`src/rtl/mul_sequencer.sv`:
```
`default_nettype none
// ============================================================================
// Module   : mul_sequencer
// Purpose  : Drives a 64-bit Am2901/Am2902/Am2904 datapath through a
//            shift-add multiply. The multiplicand is in R[ra_mcand] and the
//            multiplier comes from D. The product high word ends in
//            R[rb_acc] and the low word ends in Q.
// Ports    : clk, reset (sync, active-high)
//            start, abort, op_mode32, ra_mcand[3:0], rb_acc[3:0], q0 -- inputs
//            busy, done, step_cnt[6:0]                            -- status
//            Ialu[8:0], A[3:0], B[3:0], C0, mode32, Iss[12:0],
//            nCEM, nCEN                                           -- datapath
// Config   : `define MULSEQ_SIGNED_EN selects a two's-complement multiply.
//            When q0=1 on the last step, that step subtracts the multiplicand
//            (SUBR) instead of adding it.
// Revision : 1.0 - initial release
// ============================================================================
module mul_sequencer #(
  parameter logic [12:0] ISS_STEP = 13'h0000,
  parameter logic [12:0] ISS_IDLE = 13'h0000
) (
  input  logic        clk,
  input  logic        reset,
  input  logic        start,
  input  logic        abort,
  input  logic        op_mode32,
  input  logic [3:0]  ra_mcand,
  input  logic [3:0]  rb_acc,
  input  logic        q0,
  output logic        busy,
  output logic        done,
  output logic [6:0]  step_cnt,
  output logic [8:0]  Ialu,
  output logic [3:0]  A,
  output logic [3:0]  B,
  output logic        C0,
  output logic        mode32,
  output logic [12:0] Iss,
  output logic        nCEM,
  output logic        nCEN
);

  // Am2901 instruction words {dest, func, src}
  localparam logic [8:0] C_I_NOP    = 9'o140;
  localparam logic [8:0] C_I_LOADQ  = 9'o037;
  localparam logic [8:0] C_I_CLEAR  = 9'o361;
  localparam logic [8:0] C_I_ADD    = 9'o401;
  localparam logic [8:0] C_I_PASS   = 9'o403;
  localparam logic [8:0] C_I_FINISH = 9'o133;
`ifdef MULSEQ_SIGNED_EN
  localparam logic [8:0] C_I_SUBR   = 9'o411;
`endif

  typedef enum logic [2:0] {
    S_IDLE   = 3'd0,
    S_LOADQ  = 3'd1,
    S_CLEAR  = 3'd2,
    S_STEP   = 3'd3,
    S_FINISH = 3'd4
  } state_t;

  state_t     r_state;
  state_t     w_state_nxt;
  logic       r_mode32;
  logic [3:0] r_ra;
  logic [3:0] r_rb;
  logic [6:0] r_step_cnt;
  logic       w_last_step;

  // The counter holds the number of completed steps. The step in progress is
  // therefore the last one when the counter equals N-1.
  assign w_last_step = (r_step_cnt == (r_mode32 ? 7'd31 : 7'd63));
  assign step_cnt    = r_step_cnt;

  always_ff @(posedge clk) begin
    if (reset) begin
      r_state    <= S_IDLE;
      r_mode32   <= 1'b0;
      r_ra       <= 4'd0;
      r_rb       <= 4'd0;
      r_step_cnt <= 7'd0;
    end else begin
      r_state <= w_state_nxt;
      if (r_state == S_IDLE && start) begin
        r_mode32   <= op_mode32;
        r_ra       <= ra_mcand;
        r_rb       <= rb_acc;
        r_step_cnt <= 7'd0;
      end
      // An aborted step does not count as completed.
      if (r_state == S_STEP && !abort) begin
        r_step_cnt <= r_step_cnt + 7'd1;
      end
    end
  end

  always_comb begin
    w_state_nxt = r_state;
    busy        = 1'b0;
    done        = 1'b0;
    Ialu        = C_I_NOP;
    A           = 4'd0;
    B           = 4'd0;
    C0          = 1'b0;
    mode32      = 1'b0;
    Iss         = ISS_IDLE;
    nCEM        = 1'b1;
    nCEN        = 1'b1;

    case (r_state)
      S_IDLE: begin
        if (start) begin
          w_state_nxt = S_LOADQ;
        end
      end
      S_LOADQ: begin
        busy        = 1'b1;
        mode32      = r_mode32;
        Ialu        = C_I_LOADQ;
        A           = r_ra;
        B           = r_rb;
        w_state_nxt = S_CLEAR;
      end
      S_CLEAR: begin
        // The XOR of the accumulator with itself zeroes it.
        busy        = 1'b1;
        mode32      = r_mode32;
        Ialu        = C_I_CLEAR;
        A           = r_rb;
        B           = r_rb;
        w_state_nxt = S_STEP;
      end
      S_STEP: begin
        busy   = 1'b1;
        mode32 = r_mode32;
        Ialu   = q0 ? C_I_ADD : C_I_PASS;
        A      = r_ra;
        B      = r_rb;
        Iss    = ISS_STEP;
`ifdef MULSEQ_SIGNED_EN
        // In two's complement, the multiplier MSB has negative weight.
        if (w_last_step && q0) begin
          Ialu = C_I_SUBR;
          C0   = 1'b1;
        end
`endif
        if (w_last_step) begin
          w_state_nxt = S_FINISH;
        end
      end
      S_FINISH: begin
        // Pass the high word through Y so that the status flags reflect it.
        busy        = 1'b1;
        done        = 1'b1;
        mode32      = r_mode32;
        Ialu        = C_I_FINISH;
        A           = r_ra;
        B           = r_rb;
        nCEN        = 1'b0;
        w_state_nxt = S_IDLE;
      end
      default: begin
        w_state_nxt = S_IDLE;
      end
    endcase

    if (r_state != S_IDLE && abort) begin
      w_state_nxt = S_IDLE;
    end
  end

endmodule
`default_nettype wire

```
`config.mk`:
```
export PLATFORM = sky130hd
export DESIGN_NAME = mul_sequencer
export DESIGN_NICKNAME = d
export VERILOG_FILES = /design/src/rtl/mul_sequencer.sv
export SDC_FILE = /design/constraint.sdc
export NUM_CORES = 1
export LEC_CHECK = 0
export BUFFER_PORTS_ARGS = -buffer_cell sky130_fd_sc_hd__buf_2
export CORE_ASPECT_RATIO = 1.2
export CORE_MARGIN = 2
export CORE_UTILIZATION = 41
export CTS_CLUSTER_DIAMETER = 200
export DETAILED_ROUTE_END_ITERATION = 7
export PLACE_DENSITY = 0.76
export SLEW_MARGIN = 40
export SYNTH_ARGS = -nofsm -noshare
export SYNTH_HDL_FRONTEND = slang
export SYNTH_SLANG_ARGS = --single-unit
```
`constraint.sdc`:
```
create_clock -name clk -period 1.3 [get_ports clk]
set_input_delay 0.13 -clock clk [delete_from_list [all_inputs] [get_ports clk]]
set_output_delay 0.13 -clock clk [all_outputs]
set_load 0.02 [all_outputs]
```
* Word level (Yosys, flattened, before mapping)
Cells that the tools add are included.
Storage, ports and cells: register bits 19
Operators by class: add/sub/neg operators 1, reductions and logical operators 11, multiplexer cells 14, equal/unequal tests 7
Operators by type and width (count):
- 9-bit one-hot mux with 4 select lines | 1
- 7-bit 2-to-1 mux | 2
- 3-bit one-hot mux with 4 select lines | 1
- 4-bit one-hot mux with 2 select lines | 1
- 7-bit by 1-bit adder with 7-bit output, second input constant | 1
- 7-bit by 6-bit equality test with 1-bit output | 1
- 3-bit by 2-bit equality test with 1-bit output, second input constant | 2
- 3-bit 2-to-1 mux | 2
- 6-bit 2-to-1 mux | 1
- 1-bit 2-to-1 mux | 4
- 4-bit 2-to-1 mux | 1
- 2-bit inequality test, second input constant | 2
- 4-bit OR reduction | 1
- 3-bit by 1-bit equality test with 1-bit output, second input constant | 1
- 3-bit equality test, second input constant | 1
- 1-bit logical AND | 3
- 3-bit logical NOT | 1
- 3-bit nonzero test | 1
- 3-bit OR reduction | 1
- 2-bit 2-to-1 mux | 1
- 2-bit AND reduction | 1
- 2-bit nonzero test | 1
- 2-bit OR reduction | 1
- 1-bit logical NOT | 1

* Logic depth before layout (Yosys ltp)
Gate-level depths: netlist of the first run.
word-level depth 4, gate-level depth with buffers 5

* Worst setup path before layout of the first run
Ideal clock, no wire load.
path kind reg-to-output, start point reg r_state[1], end point out B[0], arrival 1444 ps, data required time 1170 ps, setup slack -274 ps, cell stages (with the launch flop) 5, path buffers 1, path through dfxtp_1 -> buf_4 -> nor2_1 -> xnor2_1 -> and2_1
Between the ends: longest elaborated chain between the ends 3
Ends and longest elaborated chain:
- from (decl) | RTL line 62 | state_t r_state;
- from (signal assigned) | RTL line 83 | r_state <= w_state_nxt;
- 3-bit by 2-bit equality test with 1-bit output (tied with other cells) | RTL line 110 | case (r_state)
- 4-bit OR reduction (no line) (*)
- 4-bit 2-to-1 mux (*) | RTL line 110
- to (decl) | RTL line 35 | output logic [3:0] B,
Every way passes the cells marked *; elsewhere a longest branch is shown, timed or not.

* Worst setup path in the final report of the first run
start point reg r_state[0], end point out A[3]
Between the ends: longest elaborated chain between the ends 3
Ends and longest elaborated chain:
- 3-bit by 2-bit equality test with 1-bit output (tied with other cells) | RTL line 110
- 3-bit OR reduction (no line)
- 4-bit one-hot mux with 2 select lines (*) | RTL line 110
- to (decl) | RTL line 34 | output logic [3:0] A,
Marks and branches as above.

==> summary.md, run 1 <==
| Metric | Value |
|---|---|
| Worst path most repeated cell | buf_6 |
| Leakage Power | between 0.8 and 0.9 nW |
| Critical setup path kind | reg -> out |
| Minimum clock period | about 1.6 ns |
| P per Cell Area | 713 nW/um2 |
| # H-tree levels | 1 |
| Total GRT Usage | 0.207 |
| Slew Viols, Final | 0 |
| Wire per inst | ~15 um |
| Die Y | roughly 62 um |
| RSZ-0062 raised after global routing | yes |
| Final hold violations | 0 |
| Mux cell area share after synthesis | 0.0498 |
| Clk_skew | 0.00185 ns |
| CP Data Required Time | between 1 and 1.5 ns |
| Reg clk slew, reported paths | roughly 0.11 ns |
| ANT nets after route | 0 |
| Main combinational cell family by area after synthesis | simple AND/OR/NAND/NOR gates |
| Final core occ | 0.703 |
| Reg2Reg Depth | 6 |
| CTS Buf Count | 3 |
| DRC | 0 |
| CP cell instances | buf_6, or2b_1, o21ai_2, a22o_1, buf_6 |
| GRT overflow | 0 |
| Syn. warnings | 0 |
| Flop2flop setup slack | -0.27 ns |
| Largest net degree at the start of global routing | 14 |
| CTS Buffer Depth | 2 |
| RD Place Congestion | ~0.85 |
| Min-Delay Startpoint | op_mode32 |
| Pre-CTS WS | -0.146 ns |
| DR vias/cell | 5.24 |
| Fill cells | between 200 and 250 |
| Die area | between 3000 and 4000 um2 |
| Hold Path Class | in -> reg |
| Initial drt markers | 34 |
| Synth top area share | 0.329 |
| Layout area overhead | 66.2% |
| Cell Area, Synth | roughly 1200 um2 |
| CP max FO | 6 |
| Max incr delay on CP | 0.37 ns |
| Placed cell area | 1470 um2 |
| CTS tree | built |
| Worst vdd ir | slightly below 1 mV |
| Worst path slowest cell | dfxtp_4 |
| Crit path launch type | flop |
| Post-layout instance area | around 1900 um2 |
| Final setup margin | -0.326 ns |
| Status | finished, violations left |
| First-pass GRT wire length | 5250 um |
| Antenna violations before repair | 0 |
| Fin crit share | 1.25 |
| Setup tns final | -8.46 ns |
| Fin nets | around 220 |
| DRT Pass-1 Iters | 4 |
| Ys flop type | dfxtp_1 |
| Post-synthesis sequential area ratio | 0.329 |
| Clock Sinks | 19 |
| Core Footprint | between 2000 and 3000 um2 |
| Critical Path Sink Type | output port |
| Cell variety after synth | 42 |
| Clock root cell | clkbuf_4 |
| Syn_area_per_cell | ~8.1 um2 |
| Hold-critical path depth | 3 |
| Simple-Gate Fraction of Synth Area | 0.251 |
| Synth Area in Adders | 0.0108 |
| Mapped Cells | between 100 and 150 |
| Vias in the first global route | approximately 1,100 |
| Synth top area cells | dfxtp_1, buf_4, nand2_1, a21oi_1, and2_1 |
| Horiz. Die Dim | 52.5 um |
| Synth Area in Compound Gates | 0.167 |
| Number of I/O port buffers | between 40 and 50 |
| R2R Path Start | r_state[0] |
| Min-Delay Endpoint | r_mode32 |
| Seq cells post-synth | 19 |
| Row count | 21 |
| Largest area contributor in the netlist | dfxtp_1 |
| Upper clock frequency limit | 615 MHz |
| Antenna fix cells | 0 |
| Drt total wl | between 3000 and 4000 um |
| Maxcap violations | 0 |
| Num ports | 57 |
| Ys async rst share | 0 |
| EDFF count, synth | 0 |
| Initial Util | 0.423 |
| Post-Layout Cell Count | between 200 and 250 |
| Failing checks | negative setup slack |
| Setup violations, final | 37 |
| DP Cell Count | between 200 and 250 |
| Worst R2R End | step_cnt[1] |
| Share of cells above drive strength 1 | 0.591 |
| Number of hold buffers added after cts | 0 |
| Post-synthesis xor/xnor area fraction | 0.0227 |
| Critical Path AT | roughly 1.5 ns |
| Vias after detailed routing | about 1,200 |
| Clk Latency, worst-skew pair | 0.30 ns |
| HPWL after detailed placement | between 2000 and 2500 um |
-- state kept, by name (all words and copies together) (netlist names) --
signal,flops
r_ra,4
step_cnt,7
r_state,3
r_mode32,1
r_rb,4
-- critical path, delay by kind of cell (launching register included) --
family	cells	cell delay, ns
DFF	1	0.37
AOI/OAI and AO/OA	2	0.34
buffers and inverters	2	0.25
and+or+nand+nor	1	0.24
-- metrics by stage --
stage	power, mW	hold slack [ns]
CTS	1.31	0.0601
detailed placement	0.923	0.380
finish	1.37	0.0581
global placement	0.917	0.374
floorplan	0.858	0.266
global route	1.43	0.0543
-- logic make-up (layout without fill, tap and decap cells) --
logic type	Yosys count	in the layout
flops	19	19
buf+inv	30	78
other cells	2	15
fa+ha+maj	1	1
xor+xnor	3	3
simple gates	52	52
compound gates	30	30
mux	5	5
-- worst max-delay path by stage --
stage,endpoint,cells after the start,from,slack [ns]
after detailed placement,step_cnt[2],5,r_state[0],-0.15
after global routing,A[3],5,r_state[0],-0.38
after floorplan,B[0],4,r_state[1],-0.04
after global placement,A[2],5,r_state[1],-0.08
after CTS,Ialu[4],5,r_state[0],-0.29
final,A[3],5,r_state[0],-0.33
-- area by class of cell --
| class | instances | area (um2) | area share |
|---|---|---|---|
| inverters | 5 | 21.3 | 0.0111 |
| multi-input cells | 106 | 843 | 0.439 |
| clock buffers | 4 | 26.3 | 0.0137 |
| repair buffers | 69 | 589 | 0.307 |
| well taps | 34 | 42.5 | 0.0221 |
| flip-flops and latches | 19 | 399 | 0.208 |
-- where the power goes --
group / leakage [nW] / switching (mW) / internal (mW) / total [mW]
Clock: 0.0150 / 0.182 / 0.120 / 0.302
Sequential: 0.159 / 0.0276 / 0.595 / 0.623
Combinational: 0.705 / 0.237 / 0.209 / 0.446
-- cells in the mapped netlist, types with 2 or more instances --
cell and n:
o21ai_0 2, a211oi_1 2, and3_1 2, nand2b_1 2
clkbuf_1 2, o2bb2ai_1 3, nand4_1 2, nor2_1 5
a21oi_1 13, conb_1 2, buf_2 4, o21ai_1 2
mux2i_1 2, nor2b_1 2, nand3_1 2, and2_1 5
dfxtp_1 19, inv_1 5, xnor2_1 3, a22oi_1 3
mux2_1 2, nand2_1 20, buf_4 17, nor3b_1 2
or3_1 2
-- timing repair --
item | CTS | global route
pin swaps | 13 | 10
resized for setup | 73 | 24
buffers inserted | 6 | 4
endpoints found under the hold margin | 0 | 0
setup endpoints to repair | 37 | 38
cloned | 1 | 0
-- cells in the final DEF (no fill, tap or decap), types with 5 or more instances in the layout --
cell type / count
dfxtp_1: 14
buf_6: 27
buf_4: 20
and2_4: 5
conb_1: 15
buf_2: 20
dfxtp_4: 5
nand2_2: 6
nand2_1: 11
a21oi_1: 11
-- metal layers --
layer | up-vias | part of all wire | track usage
li1 | 582 | - | -
met1 | 599 | 0.41 | 0.261
met2 | 47 | 0.51 | 0.339
met3 | 13 | 0.042 | 0.0288
met4 | 0 | 0.034 | 0.0929
met5 | - | 0 | 0
No activity file was read; power rests on OpenSTA's default activity.
==> run 2: changes to the inputs <==
SKIP_CTS_REPAIR_TIMING = 1   (was unset)
==> run 2 against run 1 <==
Effect of this change: critical path type unchanged; the run still ends with negative setup slack left; sequential share of layout area up 0.77 points; wire length down 2.7%; hold slack better by 0.0050 ns; sequential power about the same.
==> summary.md, run 2 (same netlist as run 1, synthesis figures left out) <==
| Metric | Value |
|---|---|
| Status | finished, violations left (unchanged) |
| Failing checks | negative setup slack (unchanged) |
| Clock Sinks | 19 (unchanged) |
| Antenna violations before repair | 0 (unchanged) |
| Max incr delay on CP | 0.38 ns (was 0.37 ns) |
| Net Sw Frac | 0.318 (was 0.326) |
| Fill cells | 218 (was 205) |
| HPWL after detailed placement | 2040 um (unchanged) |
| Upper clock frequency limit | 616 MHz (was 615 MHz) |
| Most common cell after layout, fill and taps aside | buf_6 (unchanged) |
| Slew Viols, Final | 0 (unchanged) |
| CTS Buffer Depth | 2 (unchanged) |
| Initial Util | 0.423 (unchanged) |
| Num ports | 57 (unchanged) |
| Clk pwr share | 0.222 (was 0.220) |
| Critical Path AT | 1.49 ns (was 1.50 ns) |
| GRT overflow | 0 (unchanged) |
| Wire per inst | 14.7 um (was 14.9 um) |
| Maxcap violations | 0 (unchanged) |
| Crit path launch type | flop (unchanged) |
| DR vias/cell | 5.17 (was 5.24) |
| Final setup margin | -0.325 ns (was -0.326 ns) |
| Int Pwr | 918 uW (was 924 uW) |
| Leakage Power | 0.851 nW (was 0.878 nW) |
| Final hold violations | 0 (unchanged) |
| Vias after detailed routing | 1,209 (was 1,241) |
| Row count | 21 (unchanged) |
| Post-layout instance area | 1840 um2 (was 1920 um2) |
| Combinational Power Share | 0.317 (was 0.326) |
| Antenna fix cells | 0 (unchanged) |
| Layout area overhead | 59.3% (was 66.2%) |
| Die Y | 62.2 um (unchanged) |
| Clk_skew | 0.00899 ns (was 0.00185 ns) |
| RSZ-0062 raised after global routing | yes (unchanged) |
| CTS Buf Count | 3 (unchanged) |
| Initial drt markers | 31 (was 34) |
| CTS tree | built (unchanged) |
| Final core occ | 0.674 (was 0.703) |
| Fin crit share | 1.25 (about the same) |
| Hold Path Class | in -> reg (unchanged) |
| Critical setup path kind | reg -> out (unchanged) |
| # H-tree levels | 1 (unchanged) |
| RD Place Congestion | 0.849 (unchanged) |
| Total GRT Usage | 0.165 (was 0.207) |
| Largest register FFs | 7 (unchanged) |
| Horiz. Die Dim | 52.5 um (unchanged) |
| Minimum clock period | 1.62 ns (was 1.63 ns) |
| DRC | 0 (unchanged) |
| Core Footprint | 2730 um2 (unchanged) |
| CP cell instances | buf_12, nor2_4, xnor2_4, and2_4, buf_6 (was buf_6, or2b_1, o21ai_2, a22o_1, buf_6) |
| Worst vdd ir | 0.850 mV (was 0.968 mV) |
| Critical Path Sink Type | output port (unchanged) |
| CP Data Required Time | 1.17 ns (about the same) |
| P per Cell Area | 731 nW/um2 (was 713 nW/um2) |
| Clk Latency, worst-skew pair | 0.29 ns (was 0.30 ns) |
| First-pass GRT wire length | 4280 um (was 5250 um) |
| Share of cells above drive strength 1 | 0.540 (was 0.591) |
| ANT nets after route | 0 (unchanged) |
| Net Switching | 428 uW (was 447 uW) |
| Clock root cell | clkbuf_4 (unchanged) |
| Worst path slowest cell | dfxtp_4 (unchanged) |
| Most frequent cells in the layout | buf_6, buf_2, buf_4 (unchanged) |
| Reg clk slew, reported paths | 0.11 ns (about the same) |
| Sequential fraction of design power | 0.461 (was 0.454) |
| Placed cell area | 1470 um2 (unchanged) |
| Vias in the first global route | 973 (was 1,147) |
| CP max FO | 6 (unchanged) |
| DRT Pass-1 Iters | 4 (unchanged) |
| Number of I/O port buffers | 41 (unchanged) |
| Die area | 3260 um2 (unchanged) |
| Largest net degree at the start of global routing | 14 (unchanged) |
| Setup violations, final | 38 (was 37) |
| Drt total wl | 3440 um (was 3540 um) |
| Fin nets | 216 (was 219) |
-- run 2: power groups by stage --
stage / clock, mW / combinational (mW) / sequential [mW]
final: 0.299 / 0.426 / 0.621
after global routing: 0.331 / 0.454 / 0.624
after CTS: 0.305 / 0.291 / 0.620
after detailed placement: 0 / 0.289 / 0.634
after global placement: 0 / 0.286 / 0.631
after floorplan: 0 / 0.231 / 0.626
-- run 2: layout make-up --
| cell class | count | area [um2] | share of cell area |
|---|---|---|---|
| inverters | 5 | 21.3 | 0.0115 |
| clock buffers | 4 | 26.3 | 0.0143 |
| repair buffers | 66 | 559 | 0.304 |
| flip-flops and latches | 19 | 397 | 0.215 |
| well taps | 34 | 42.5 | 0.0231 |
| multi-input cells | 106 | 796 | 0.432 |
-- run 2: worst paths after layout --
check	from	to	slack, ns	depth (start not counted)
min	op_mode32	r_mode32	0.06	3
min reg2reg	r_rb[3]	r_rb[3]	0.50	2
max reg2reg	r_state[0]	step_cnt[3]	-0.24	7
max	r_state[1]	mode32	-0.32	5
-- run 2: critical path, delay by kind of cell (launching register included) --
| kind | cells | cell delay, ns |
|---|---|---|
| xor+xnor | 1 | 0.18 |
| buf+inv | 2 | 0.24 |
| flops | 1 | 0.38 |
| simple gates | 2 | 0.39 |
-- run 2: through the flow --
step	setup TNS (ns)	total power, mW	std cells	hold WS [ns]	setup slack, ns
detailed placement	-1.82	0.923	222	0.380	-0.146
finish	-7.77	1.35	234	0.0630	-0.325
CTS	-8.06	1.22	226	0.0601	-0.468
global placement	-0.819	0.917	222	0.374	-0.0844
floorplan	-0.242	0.858	155	0.266	-0.0441
global route	-9.83	1.41	234	0.0570	-0.396
-- run 2: metal layers --
layer / track usage / up-vias / wire length (um)
met1: 0.213 / 586 / 1330
met3: 0.0168 / 8 / 127
li1: - / 574 / -
met5: 0 / - / 0
met2: 0.277 / 41 / 1920
met4: 0.0577 / 0 / 65
